File: config.mk
export PLATFORM = sky130hd
export DESIGN_NAME = com_stimulus_gen
export DESIGN_NICKNAME = d
export VERILOG_FILES = /design/src/rtl/com_stim_pkg.sv /design/src/rtl/period_timer.sv /design/src/rtl/com_stimulus_gen.sv
export SDC_FILE = /design/constraint.sdc
export NUM_CORES = 1
export LEC_CHECK = 0
export BUFFER_PORTS_ARGS = -buffer_cell sky130_fd_sc_hd__buf_4
export CELL_PAD_IN_SITES_DETAIL_PLACEMENT = 0
export CELL_PAD_IN_SITES_GLOBAL_PLACEMENT = 1
export CORE_ASPECT_RATIO = 1.25
export CORE_MARGIN = 5
export CORE_UTILIZATION = 35
export CTS_CLUSTER_DIAMETER = 200
export DETAILED_ROUTE_END_ITERATION = 7
export PLACE_DENSITY = 0.62
export SYNTH_ARGS = -nofsm -noshare
export SYNTH_HDL_FRONTEND = slang
export SYNTH_SLANG_ARGS = --single-unit
File: constraint.sdc
create_clock -name clk_in -period 3.6 [get_ports clk_in]
set_clock_uncertainty 0.05 [all_clocks]
set_input_delay 0.9 -clock clk_in [delete_from_list [all_inputs] [get_ports clk_in]]
set_output_delay 0.9 -clock clk_in [all_outputs]
set_load 0.05 [all_outputs]
File: src/rtl/com_stim_pkg.sv
// Shared types for the centre-of-mass stimulus generator: motion modes and the
// waypoint record used by the default 1280x720 geometry.
package com_stim_pkg;

  typedef enum logic [1:0] {
    MODE_OFF   = 2'd0,
    MODE_HOLD  = 2'd1,
    MODE_SWEEP = 2'd2,
    MODE_PATH  = 2'd3
  } com_mode_t;

  localparam int DEF_H_WIDTH = 11;
  localparam int DEF_V_WIDTH = 10;

  typedef struct packed {
    logic [DEF_H_WIDTH-1:0] x;
    logic [DEF_V_WIDTH-1:0] y;
  } waypoint_t;

endpackage

File: src/rtl/period_timer.sv
// Free-running period counter: asserts tick on the last count of each period,
// advancing only while enabled.
module period_timer #(
  parameter int PERIOD = 1_000_000
) (
  input  logic clk_in,
  input  logic rst_in,
  input  logic enable_in,
  output logic tick
);

  localparam int CW = (PERIOD > 1) ? $clog2(PERIOD) : 1;
  localparam logic [CW-1:0] LAST = CW'(PERIOD - 1);

  logic [CW-1:0] count;

  assign tick = enable_in && (count == LAST);

  always_ff @(posedge clk_in) begin
    if (!rst_in) begin
      count <= '0;
    end else if (enable_in) begin
      count <= tick ? '0 : count + 1'b1;
    end
  end

endmodule

File: src/rtl/com_stimulus_gen.sv
// Simulated camera centre-of-mass source: one sample per timer tick in HOLD,
// SWEEP (edge-bouncing) or PATH (waypoint loop) mode, behind a valid/ready handshake.
module com_stimulus_gen
  import com_stim_pkg::*;
#(
  parameter int H_WIDTH    = 11,
  parameter int V_WIDTH    = 10,
  parameter int H_MAX      = 1279,
  parameter int V_MAX      = 719,
  parameter int X_START    = 200,
  parameter int Y_START    = 240,
  parameter int PERIOD     = 1_000_000,
  parameter int STEP_W     = 4,
  parameter int PATH_DEPTH = 8
) (
  input  logic                          clk_in,
  input  logic                          rst_in,
  input  logic                          enable_in,
  input  logic [1:0]                    mode_in,
  input  logic [STEP_W-1:0]             x_step_in,
  input  logic [STEP_W-1:0]             y_step_in,
  input  logic                          wp_we_in,
  input  logic [$clog2(PATH_DEPTH)-1:0] wp_addr_in,
  input  logic [H_WIDTH-1:0]            wp_x_in,
  input  logic [V_WIDTH-1:0]            wp_y_in,
  input  logic [$clog2(PATH_DEPTH):0]   wp_count_in,
  input  logic                          com_ready_in,
  output logic                          new_com,
  output logic                          light_on,
  output logic [H_WIDTH-1:0]            x_com,
  output logic [V_WIDTH-1:0]            y_com,
  output logic                          overrun
);

  localparam int AW = $clog2(PATH_DEPTH);
  localparam int SW = ((H_WIDTH > V_WIDTH) ? H_WIDTH : V_WIDTH) + 2;
  localparam logic [AW:0]             DEPTH_L = (AW + 1)'(PATH_DEPTH);
  localparam logic signed [SW-1:0]    X_LIM   = SW'(H_MAX);
  localparam logic signed [SW-1:0]    Y_LIM   = SW'(V_MAX);

  function automatic logic signed [SW-1:0] step_pos(
    input logic signed [SW-1:0] pos,
    input logic [STEP_W-1:0]    step,
    input logic                 dir_neg
  );
    logic signed [SW-1:0] d;
    d = signed'(SW'(step));
    return dir_neg ? pos - d : pos + d;
  endfunction

  function automatic logic signed [SW-1:0] sat_pos(
    input logic signed [SW-1:0] pos,
    input logic signed [SW-1:0] lim
  );
    if (pos > lim) return lim;
    if (pos[SW-1]) return '0;
    return pos;
  endfunction

  function automatic logic out_of_range(
    input logic signed [SW-1:0] pos,
    input logic signed [SW-1:0] lim
  );
    return (pos > lim) || pos[SW-1];
  endfunction

  logic tick;

  period_timer #(.PERIOD(PERIOD)) u_timer (
    .clk_in    (clk_in),
    .rst_in    (rst_in),
    .enable_in (enable_in),
    .tick      (tick)
  );

  logic [H_WIDTH-1:0] wp_x_mem [PATH_DEPTH];
  logic [V_WIDTH-1:0] wp_y_mem [PATH_DEPTH];

  logic          dir_x_neg, dir_y_neg;
  logic [AW-1:0] wp_idx;

  com_mode_t            mode_p0;
  logic                 stall_p0, xfer_p0, accept_p0, path_live_p0;
  logic [AW-1:0]        rd_idx_p0, nxt_idx_p0;
  logic signed [SW-1:0] x_raw_p0, y_raw_p0, x_sat_p0, y_sat_p0;
  logic                 x_flip_p0, y_flip_p0;

  // Stage p0: decide what the current tick does and precompute every candidate position
  always_comb begin
    mode_p0      = com_mode_t'(mode_in);
    stall_p0     = new_com & ~com_ready_in;
    xfer_p0      = new_com & com_ready_in;
    accept_p0    = tick & ~stall_p0;
    path_live_p0 = (mode_p0 == MODE_PATH) && (wp_count_in != '0);
    rd_idx_p0    = ({1'b0, wp_idx} >= wp_count_in) ? '0 : wp_idx;
    nxt_idx_p0   = (({1'b0, rd_idx_p0} + 1'b1) == wp_count_in) ? '0 : rd_idx_p0 + 1'b1;
    x_raw_p0     = step_pos(signed'(SW'(x_com)), x_step_in, dir_x_neg);
    y_raw_p0     = step_pos(signed'(SW'(y_com)), y_step_in, dir_y_neg);
    x_sat_p0     = sat_pos(x_raw_p0, X_LIM);
    y_sat_p0     = sat_pos(y_raw_p0, Y_LIM);
    x_flip_p0    = out_of_range(x_raw_p0, X_LIM);
    y_flip_p0    = out_of_range(y_raw_p0, Y_LIM);
  end

  // Stage p1: registered sample, handshake and motion state
  always_ff @(posedge clk_in) begin
    if (!rst_in) begin
      new_com   <= 1'b0;
      light_on  <= 1'b0;
      x_com     <= H_WIDTH'(X_START);
      y_com     <= V_WIDTH'(Y_START);
      overrun   <= 1'b0;
      dir_x_neg <= 1'b0;
      dir_y_neg <= 1'b0;
      wp_idx    <= '0;
    end else begin
      if (tick && stall_p0) overrun <= 1'b1;
      if (accept_p0) begin
        case (mode_p0)
          MODE_OFF: begin
            light_on <= 1'b0;
            new_com  <= 1'b0;
            wp_idx   <= '0;
          end
          MODE_HOLD: begin
            light_on <= 1'b1;
            new_com  <= 1'b1;
            wp_idx   <= '0;
          end
          MODE_SWEEP: begin
            x_com     <= H_WIDTH'(x_sat_p0);
            y_com     <= V_WIDTH'(y_sat_p0);
            dir_x_neg <= dir_x_neg ^ x_flip_p0;
            dir_y_neg <= dir_y_neg ^ y_flip_p0;
            light_on  <= 1'b1;
            new_com   <= 1'b1;
            wp_idx    <= '0;
          end
          MODE_PATH: begin
            // An empty table degenerates to HOLD
            if (path_live_p0) begin
              x_com  <= wp_x_mem[rd_idx_p0];
              y_com  <= wp_y_mem[rd_idx_p0];
              wp_idx <= nxt_idx_p0;
            end else begin
              wp_idx <= '0;
            end
            light_on <= 1'b1;
            new_com  <= 1'b1;
          end
          default: ;
        endcase
      end else if (xfer_p0) begin
        new_com <= 1'b0;
      end
    end
  end

  // Table is plain storage; a same-cycle read sees the previous contents
  always_ff @(posedge clk_in) begin
    if (wp_we_in && ({1'b0, wp_addr_in} < DEPTH_L)) begin
      wp_x_mem[wp_addr_in] <= wp_x_in;
      wp_y_mem[wp_addr_in] <= wp_y_in;
    end
  end

endmodule

==> results of run 1 <==
-- cell usage in the layout, fill, tap and decap left out, types with 18 or more instances in the layout --
master     netlist  final
a21oi_1         35     35
edfxtp_1       168    168
inv_1           27     27
nand3_1         33     33
clkbuf_16        0     25
mux2i_1         35     35
dfxtp_1         49     48
xor2_1          18     18
nand2_1         85     85
ha_1            21     21
buf_4            0    114
o21ai_0         38     38
nor2_1          61     55
-- state kept, by name, indices dropped and copies added, names as in the netlist --
| signal | count |
|---|---|
| dir_x_neg | 1 |
| wp_idx | 3 |
| wp_x_mem | 88 |
| dir_y_neg | 1 |
| wp_y_mem | 80 |
| u_timer.count | 20 |
| y_com | 10 |
| overrun | 1 |
| new_com | 1 |
| light_on | 1 |
| x_com | 11 |
-- cells by family after synthesis --
kind of cell,count (synthesis),synth area share [%]
xor+xnor,32,2.69
simple gates,287,13.9
buf+inv,75,2.80
mux,43,4.46
flops,217,57.8
fa+ha+maj,25,3.29
compound gates,220,15.1
-- how the worst max path moves through the flow --
stage,from,to,slack (ns),depth (start not counted)
after floorplan,wp_idx[0],wp_idx[0],0.05,18
after global routing,x_step_in[1],x_com[4],0.44,11
after global placement,y_step_in[0],y_com[2],0.11,12
after CTS,x_step_in[1],x_com[4],0.62,11
after detailed placement,y_step_in[2],y_com[6],0.10,11
final,y_step_in[2],y_com[6],0.62,11
-- metrics by stage --
step / util [%] / instances / hold WS, ns
after floorplan: - / 899 / 0.421
after global placement: 39.8 / 1364 / 0.404
after detailed placement: 39.8 / 1364 / 0.411
after CTS: 42.6 / 1409 / 0.425
after global routing: 42.6 / 1409 / 0.463
final: 42.6 / 1409 / 0.420
-- power by group --
part	total (µW)	internal [µW]	switching [µW]
Clock	2590	1570	1020
Combinational	224	84.8	139
Sequential	2780	2760	14.8
-- layer usage --
layer | track usage, % | vias to the layer above | routed length (µm)
li1 | - | 3600 | -
met1 | 21.2 | 3619 | 11900
met2 | 29.5 | 151 | 14200
met3 | 2.40 | 41 | 1150
met4 | 4.16 | 0 | 507
met5 | 0 | - | 0
-- worst register-to-register path, stage by stage (launching register included) --
cell and delay (ns):
dfxtp_1 0.43, ha_1 0.35, nor3b_2 0.29, o31ai_2 0.14, a21o_1 0.22, o22ai_1 0.31, mux2i_2 0.34, a22oi_4 0.16
a211o_1 0.29, a31o_1 0.20
-- layout make-up --
| cell class | count | area, µm² |
|---|---|---|
| clock inverters | 15 | 190 |
| clock buffers | 30 | 644 |
| repair buffers | 116 | 896 |
| flip-flops and latches | 217 | 6030 |
| well taps | 396 | 495 |
| inverters | 28 | 105 |
| fillers | 2738 | 16800 |
| multi-input cells | 607 | 4150 |
==> impl_metrics.prom, run 1 <==
# TYPE chip_impl_metric gauge
chip_impl_metric{name="postLayoutSetupSlackWorst",unit="ns"} 0.618
chip_impl_info{name="netlist.top_cell.by_area",value="edfxtp_1"} 1
chip_impl_metric{name="cts_buffers",unit=""} 25
chip_impl_metric{name="r2r_setup_slack",unit="ns"} 0.71
chip_impl_info{name="timing.hold.worst.start",value="overrun"} 1
chip_impl_info{name="synth_area_leaders",value="edfxtp_1 48%, dfxtp_1 9.4%, mux2i_1 3.4%"} 1
chip_impl_metric{name="dp_worst_setup_slack",unit="ns"} 0.102
chip_impl_metric{name="firstDrtPassIters",unit=""} 7
chip_impl_metric{name="cts_hold_buffers",unit=""} 0
chip_impl_metric{name="clk_transition_reported_paths",unit="ns"} 0.06
chip_impl_metric{name="post_dp_cell_area",unit="µm²"} 11700
chip_impl_metric{name="period_utilization_post_route",unit="%"} 82.8
chip_impl_metric{name="yosysTopAreaCellShare",unit="%"} 48.4
chip_impl_metric{name="final-hold-violation-count",unit=""} 0
chip_impl_metric{name="ff2ff_path_depth",unit=""} 9
chip_impl_metric{name="gpl.final_weighted_congestion",unit=""} 0.809
chip_impl_metric{name="port_buffers",unit=""} 66
chip_impl_metric{name="synthArstFlopShare",unit="%"} 0
chip_impl_info{name="synth_ff_type",value="edfxtp_1"} 1
chip_impl_metric{name="grt_antenna_before_repair",unit=""} 0
chip_impl_metric{name="floorplan.die.width",unit="µm"} 164
chip_impl_info{name="setup.worst_path.start_class",value="input pin"} 1
chip_impl_info{name="hold_path_end",value="overrun"} 1
chip_impl_metric{name="start_util",unit="%"} 35.5
chip_impl_metric{name="grt_first_pass_wirelength",unit="mm"} 43.5
chip_impl_metric{name="ctsLongestPathBuffers",unit=""} 3
chip_impl_info{name="timing.rr.start",value="y_com[2]"} 1
chip_impl_metric{name="power-per-cell-area",unit="nW/µm²"} 447
chip_impl_metric{name="finalWorstPathRequiredPeriod",unit="ns"} 2.98
chip_impl_metric{name="global_route.overflow_total",unit=""} 0
chip_impl_metric{name="yosysUniqueCellTypes",unit=""} 83
chip_impl_metric{name="num_rows",unit=""} 70
chip_impl_metric{name="crit_fanout",unit=""} 8
chip_impl_metric{name="power.leakage",unit="µW"} 0.00431
chip_impl_metric{name="vdd.ir_drop.worst",unit="mV"} 0.283
chip_impl_metric{name="number_of_instances_in_the_synthesized_netlist",unit=""} 899
chip_impl_metric{name="vias",unit=""} 7411
chip_impl_metric{name="crit_path_max_incr_delay",unit="ns"} 0.38
chip_impl_metric{name="timing.setup.tns",unit="ns"} 0
chip_impl_info{name="r2r-end",value="y_com[6]"} 1
chip_impl_metric{name="synth_sequential_area_ratio",unit="%"} 57.8
chip_impl_info{name="synth.most_common_cell",value="edfxtp_1"} 1
chip_impl_metric{name="fin_nets",unit=""} 1063
chip_impl_metric{name="clock.fmax",unit="MHz"} 335
chip_impl_metric{name="drv_slew",unit=""} 0
chip_impl_metric{name="final_layout_size_suffix_gt1_share",unit="%"} 19.7
chip_impl_metric{name="cts_setup_buffers",unit=""} 0
chip_impl_metric{name="syn_avg_cell_area",unit="µm²"} 11.6
chip_impl_metric{name="synthesized_netlist_net_count",unit=""} 967
chip_impl_info{name="cts_tree",value="built"} 1
chip_impl_info{name="netlist_top_cells_count",value="168 x edfxtp_1, 85 x nand2_1, 61 x nor2_1"} 1
chip_impl_metric{name="place_hpwl",unit="mm"} 19.0
chip_impl_metric{name="vias_per_cell",unit=""} 5.26
chip_impl_info{name="timing.critical_path.to_type",value="register"} 1
chip_impl_info{name="hold_class",value="register to register"} 1
chip_impl_info{name="critical-path-top-delay-family",value="compound AO/OA/AOI/OAI gates"} 1
chip_impl_info{name="grt_setup_unrepaired",value="false"} 1
chip_impl_metric{name="core_area",unit="µm²"} 29300
chip_impl_metric{name="worst_skew_pair.late_latency",unit="ns"} 0.53
chip_impl_info{name="worst-setup-path-type",value="input pin to register"} 1
chip_impl_metric{name="global_route.usage.total",unit="%"} 16.6
chip_impl_metric{name="maximum_level_of_the_cts_h_tree",unit=""} 1
chip_impl_metric{name="drt-initial-drc-count",unit=""} 426
chip_impl_metric{name="cp.required",unit="ns"} 3.97
chip_impl_metric{name="timing.hold.worst_path_depth",unit=""} 1
chip_impl_info{name="critPathSlowestCell",value="ha_1"} 1
chip_impl_metric{name="stdcell_area",unit="µm²"} 12500
chip_impl_metric{name="clock-sinks",unit=""} 217
chip_impl_metric{name="cp_num_buf_inv",unit=""} 2
chip_impl_info{name="run_status",value="finished clean"} 1
chip_impl_metric{name="totalWireLength",unit="mm"} 27.7
chip_impl_info{name="cts.root.buffer_cell",value="clkbuf_16"} 1
chip_impl_metric{name="area_growth_syn_to_layout",unit="%"} 19.9
chip_impl_metric{name="grt_start_max_net_pins",unit=""} 41
chip_impl_metric{name="die-area",unit="µm²"} 33400
chip_impl_metric{name="quantity_of_gates_resized_following_cts",unit=""} 0
chip_impl_metric{name="timing.slew.headroom",unit="%"} 47.1
chip_impl_metric{name="ys_ff_latch",unit=""} 217
chip_impl_metric{name="die_height",unit="µm"} 203
chip_impl_metric{name="drcViolationCount",unit=""} 0
chip_impl_metric{name="worst_ep_arrival_time",unit="ns"} 3.35
chip_impl_metric{name="drv.max_cap_violation_count",unit=""} 0
chip_impl_metric{name="grt_pass1_vias",unit=""} 7511
chip_impl_metric{name="pin_count",unit=""} 67
chip_impl_metric{name="total_power",unit="µW"} 5590
chip_impl_metric{name="final_setup_viols",unit=""} 0
chip_impl_metric{name="ys_warn_count",unit=""} 0
chip_impl_metric{name="syn-cell-area",unit="µm²"} 10400
chip_impl_metric{name="worst_pin_slew",unit="ns"} 0.794
chip_impl_metric{name="synth_edf_count",unit=""} 168
chip_impl_metric{name="wl_per_cell",unit="µm"} 19.7
chip_impl_metric{name="antennaDiodeCount",unit=""} 0
chip_impl_metric{name="antenna_violating_nets_post_route",unit=""} 0
chip_impl_info{name="crit_path_cell_trace",value="buf_4 -> inv_1 -> ha_1 -> nor3b_2 -> o31ai_2 -> a21o_1 -> o22ai_1 -> mux2i_2 -> a22oi_4 -> a211o_1 -> a31o_1"} 1
No activity file was read; power rests on OpenSTA's default activity.
==> inputs of run 2 (changes only) <==
PLACE_DENSITY = 0.6   (was 0.62)
clock period = 3.1 ns   (was 3.6 ns; I/O delays follow)
==> run 2 against run 1 <==
Against the previous run:
- worst hold slack lost 0.0050 ns
- power grew 12%
- sequential share of layout area shrank 1.8 points
- register-to-register slack lost 0.48 ns
==> impl_metrics.prom, run 2 (synthesized netlist as in run 1, its figures left out) <==
# TYPE chip_impl_metric gauge
chip_impl_metric{name="pin_count",unit=""} 67
chip_impl_metric{name="route.met2.wl",unit="mm"} 14.9
chip_impl_metric{name="vias_per_cell",unit=""} 5.21
chip_impl_metric{name="cp.required",unit="ns"} 3.50
chip_impl_metric{name="cts_buffers",unit=""} 24
chip_impl_metric{name="vdd.ir_drop.worst",unit="mV"} 0.328
chip_impl_metric{name="final_layout_size_suffix_gt1_share",unit="%"} 25.0
chip_impl_metric{name="postLayoutSetupSlackWorst",unit="ns"} 0.226
chip_impl_info{name="grt_setup_unrepaired",value="false"} 1
chip_impl_info{name="cts_tree",value="built"} 1
chip_impl_metric{name="antennaDiodeCount",unit=""} 0
chip_impl_info{name="startpoint",value="y_com[0]"} 1
chip_impl_metric{name="final_setup_viols",unit=""} 0
chip_impl_metric{name="final-hold-violation-count",unit=""} 0
chip_impl_metric{name="period_utilization_post_route",unit="%"} 92.7
chip_impl_info{name="largest_registers",value="wp_x_mem (88), wp_y_mem (80), u_timer.count (20)"} 1
chip_impl_metric{name="worst_ep_arrival_time",unit="ns"} 3.27
chip_impl_metric{name="start_util",unit="%"} 35.5
chip_impl_metric{name="totalWireLength",unit="mm"} 28.7
chip_impl_info{name="cts.root.buffer_cell",value="clkbuf_16"} 1
chip_impl_info{name="dr.max_layer_used",value="met4"} 1
chip_impl_metric{name="gpl.final_weighted_congestion",unit=""} 0.800
chip_impl_metric{name="stdcell_area",unit="µm²"} 13000
chip_impl_info{name="hold_class",value="register to register"} 1
chip_impl_metric{name="timing.slew.headroom",unit="%"} 62.0
chip_impl_metric{name="fin_cells",unit=""} 1473
chip_impl_metric{name="quantity_of_gates_resized_following_cts",unit=""} 0
chip_impl_metric{name="grt_start_max_net_pins",unit=""} 40
chip_impl_info{name="timing.critical_path.to_type",value="register"} 1
chip_impl_metric{name="antenna_violating_nets_post_route",unit=""} 0
chip_impl_info{name="setup.worst_path.start_class",value="register"} 1
chip_impl_info{name="timing.hold.worst.start",value="overrun"} 1
chip_impl_metric{name="die_height",unit="µm"} 203
chip_impl_metric{name="total_power",unit="µW"} 6260
chip_impl_metric{name="maximum_level_of_the_cts_h_tree",unit=""} 1
chip_impl_metric{name="grt_pass1_vias",unit=""} 7866
chip_impl_metric{name="clock.fmax",unit="MHz"} 348
chip_impl_info{name="timing.rr.start",value="y_com[0]"} 1
chip_impl_metric{name="grt_first_pass_wirelength",unit="mm"} 44.9
chip_impl_metric{name="wirelength_met1",unit="mm"} 12.0
chip_impl_metric{name="met3_wirelength",unit="mm"} 1.07
chip_impl_metric{name="crit_path_max_incr_delay",unit="ns"} 0.50
chip_impl_metric{name="drt-initial-drc-count",unit=""} 376
chip_impl_metric{name="cts_hold_buffers",unit=""} 0
chip_impl_metric{name="power-per-cell-area",unit="nW/µm²"} 482
chip_impl_metric{name="ctsLongestPathBuffers",unit=""} 3
chip_impl_metric{name="firstDrtPassIters",unit=""} 5
chip_impl_metric{name="die-area",unit="µm²"} 33400
chip_impl_metric{name="drv.max_cap_violation_count",unit=""} 0
chip_impl_metric{name="drcViolationCount",unit=""} 0
chip_impl_metric{name="core_area",unit="µm²"} 29300
chip_impl_metric{name="place_hpwl",unit="mm"} 20.0
chip_impl_metric{name="dp_worst_setup_slack",unit="ns"} -0.283
chip_impl_info{name="layout.cells.most_common",value="buf_4"} 1
chip_impl_metric{name="cts_setup_buffers",unit=""} 0
chip_impl_metric{name="post_dp_cell_area",unit="µm²"} 12200
chip_impl_metric{name="dpl.cell_count",unit=""} 1430
chip_impl_info{name="crit_path_cell_trace",value="ha_1 -> inv_1 -> fa_1 -> o21bai_1 -> a21oi_1 -> or4_4 -> a41oi_1 -> o221ai_2 -> a22oi_4 -> a2111oi_2 -> nor3b_2"} 1
chip_impl_info{name="most-common-layout-cells",value="177 x buf_4, 168 x edfxtp_1, 83 x nand2_1, 55 x nor2_1, 47 x dfxtp_1"} 1
chip_impl_metric{name="finalWorstPathRequiredPeriod",unit="ns"} 2.87
chip_impl_metric{name="floorplan.die.width",unit="µm"} 164
chip_impl_metric{name="clk_transition_reported_paths",unit="ns"} 0.06
chip_impl_metric{name="wl_per_cell",unit="µm"} 19.5
chip_impl_metric{name="area_growth_syn_to_layout",unit="%"} 24.6
chip_impl_metric{name="fin_nets",unit=""} 1128
chip_impl_info{name="max_flop_register",value="wp_x_mem"} 1
chip_impl_metric{name="largest_register_ff_count",unit=""} 88
chip_impl_info{name="worst-setup-path-type",value="register to register"} 1
chip_impl_info{name="critPathSlowestCell",value="or4_4"} 1
chip_impl_info{name="run_status",value="finished clean"} 1
chip_impl_metric{name="global_route.usage.total",unit="%"} 17.2
chip_impl_metric{name="clock-sinks",unit=""} 217
chip_impl_metric{name="worst_skew_pair.late_latency",unit="ns"} 0.52
chip_impl_metric{name="power.leakage",unit="µW"} 0.00462
chip_impl_metric{name="worst_pin_slew",unit="ns"} 0.570
chip_impl_metric{name="crit_fanout",unit=""} 8
chip_impl_metric{name="port_buffers",unit=""} 66
chip_impl_metric{name="drv_slew",unit=""} 0
chip_impl_metric{name="post-route-util",unit="%"} 44.3
chip_impl_metric{name="vias",unit=""} 7671
chip_impl_metric{name="global_route.overflow_total",unit=""} 0
chip_impl_metric{name="num_rows",unit=""} 70
chip_impl_metric{name="grt_antenna_before_repair",unit=""} 0
[run 2: final cells by class]
cell class | count | area [µm²]
multi-input combinational | 607 | 4170
clock buffer | 31 | 648
sequential | 217 | 6030
fill | 2720 | 16300
timing repair buffer | 182 | 1430
inverter | 28 | 106
clock inverter | 12 | 111
tap | 396 | 495
[run 2: worst paths after layout]
path / slack [ns] / cells past startpoint / endpoint
setup / recovery: 0.23 / 11 / y_com[2]
hold reg to reg: 0.42 / 1 / overrun
hold / removal: 0.42 / 1 / overrun
setup reg to reg: 0.23 / 11 / y_com[2]
[run 2: critical path: cells and delay by family, from the launching register on]
kind,cells,cell delay [ns]
and+or+nand+nor,2,0.68
adders and majority gates,2,0.57
AOI/OAI and AO/OA,6,1.08
buffers and inverters,1,0.06
DFF,1,0.38
[run 2: layer usage]
metal  track usage, %  vias to the layer above
met5                0                        -
li1                 -                     3732
met4             4.75                        0
met1             21.5                     3767
met3             2.27                       41
met2             30.9                      131
[run 2: power breakdown]
part,switching (µW),internal [µW],leakage (µW),total [µW]
clock network,1120,1640,0.000368,2750
logic,165,112,0.00233,277
registers,16.9,3210,0.00192,3230
[run 2: through the flow]
| step | setup TNS [ns] | hold slack, ns |
|---|---|---|
| after global routing | 0 | 0.429 |
| final | 0 | 0.415 |
| after detailed placement | -3.22 | 0.405 |
| after floorplan | 0 | 0.421 |
| after CTS | 0 | 0.420 |
| after global placement | -2.83 | 0.404 |
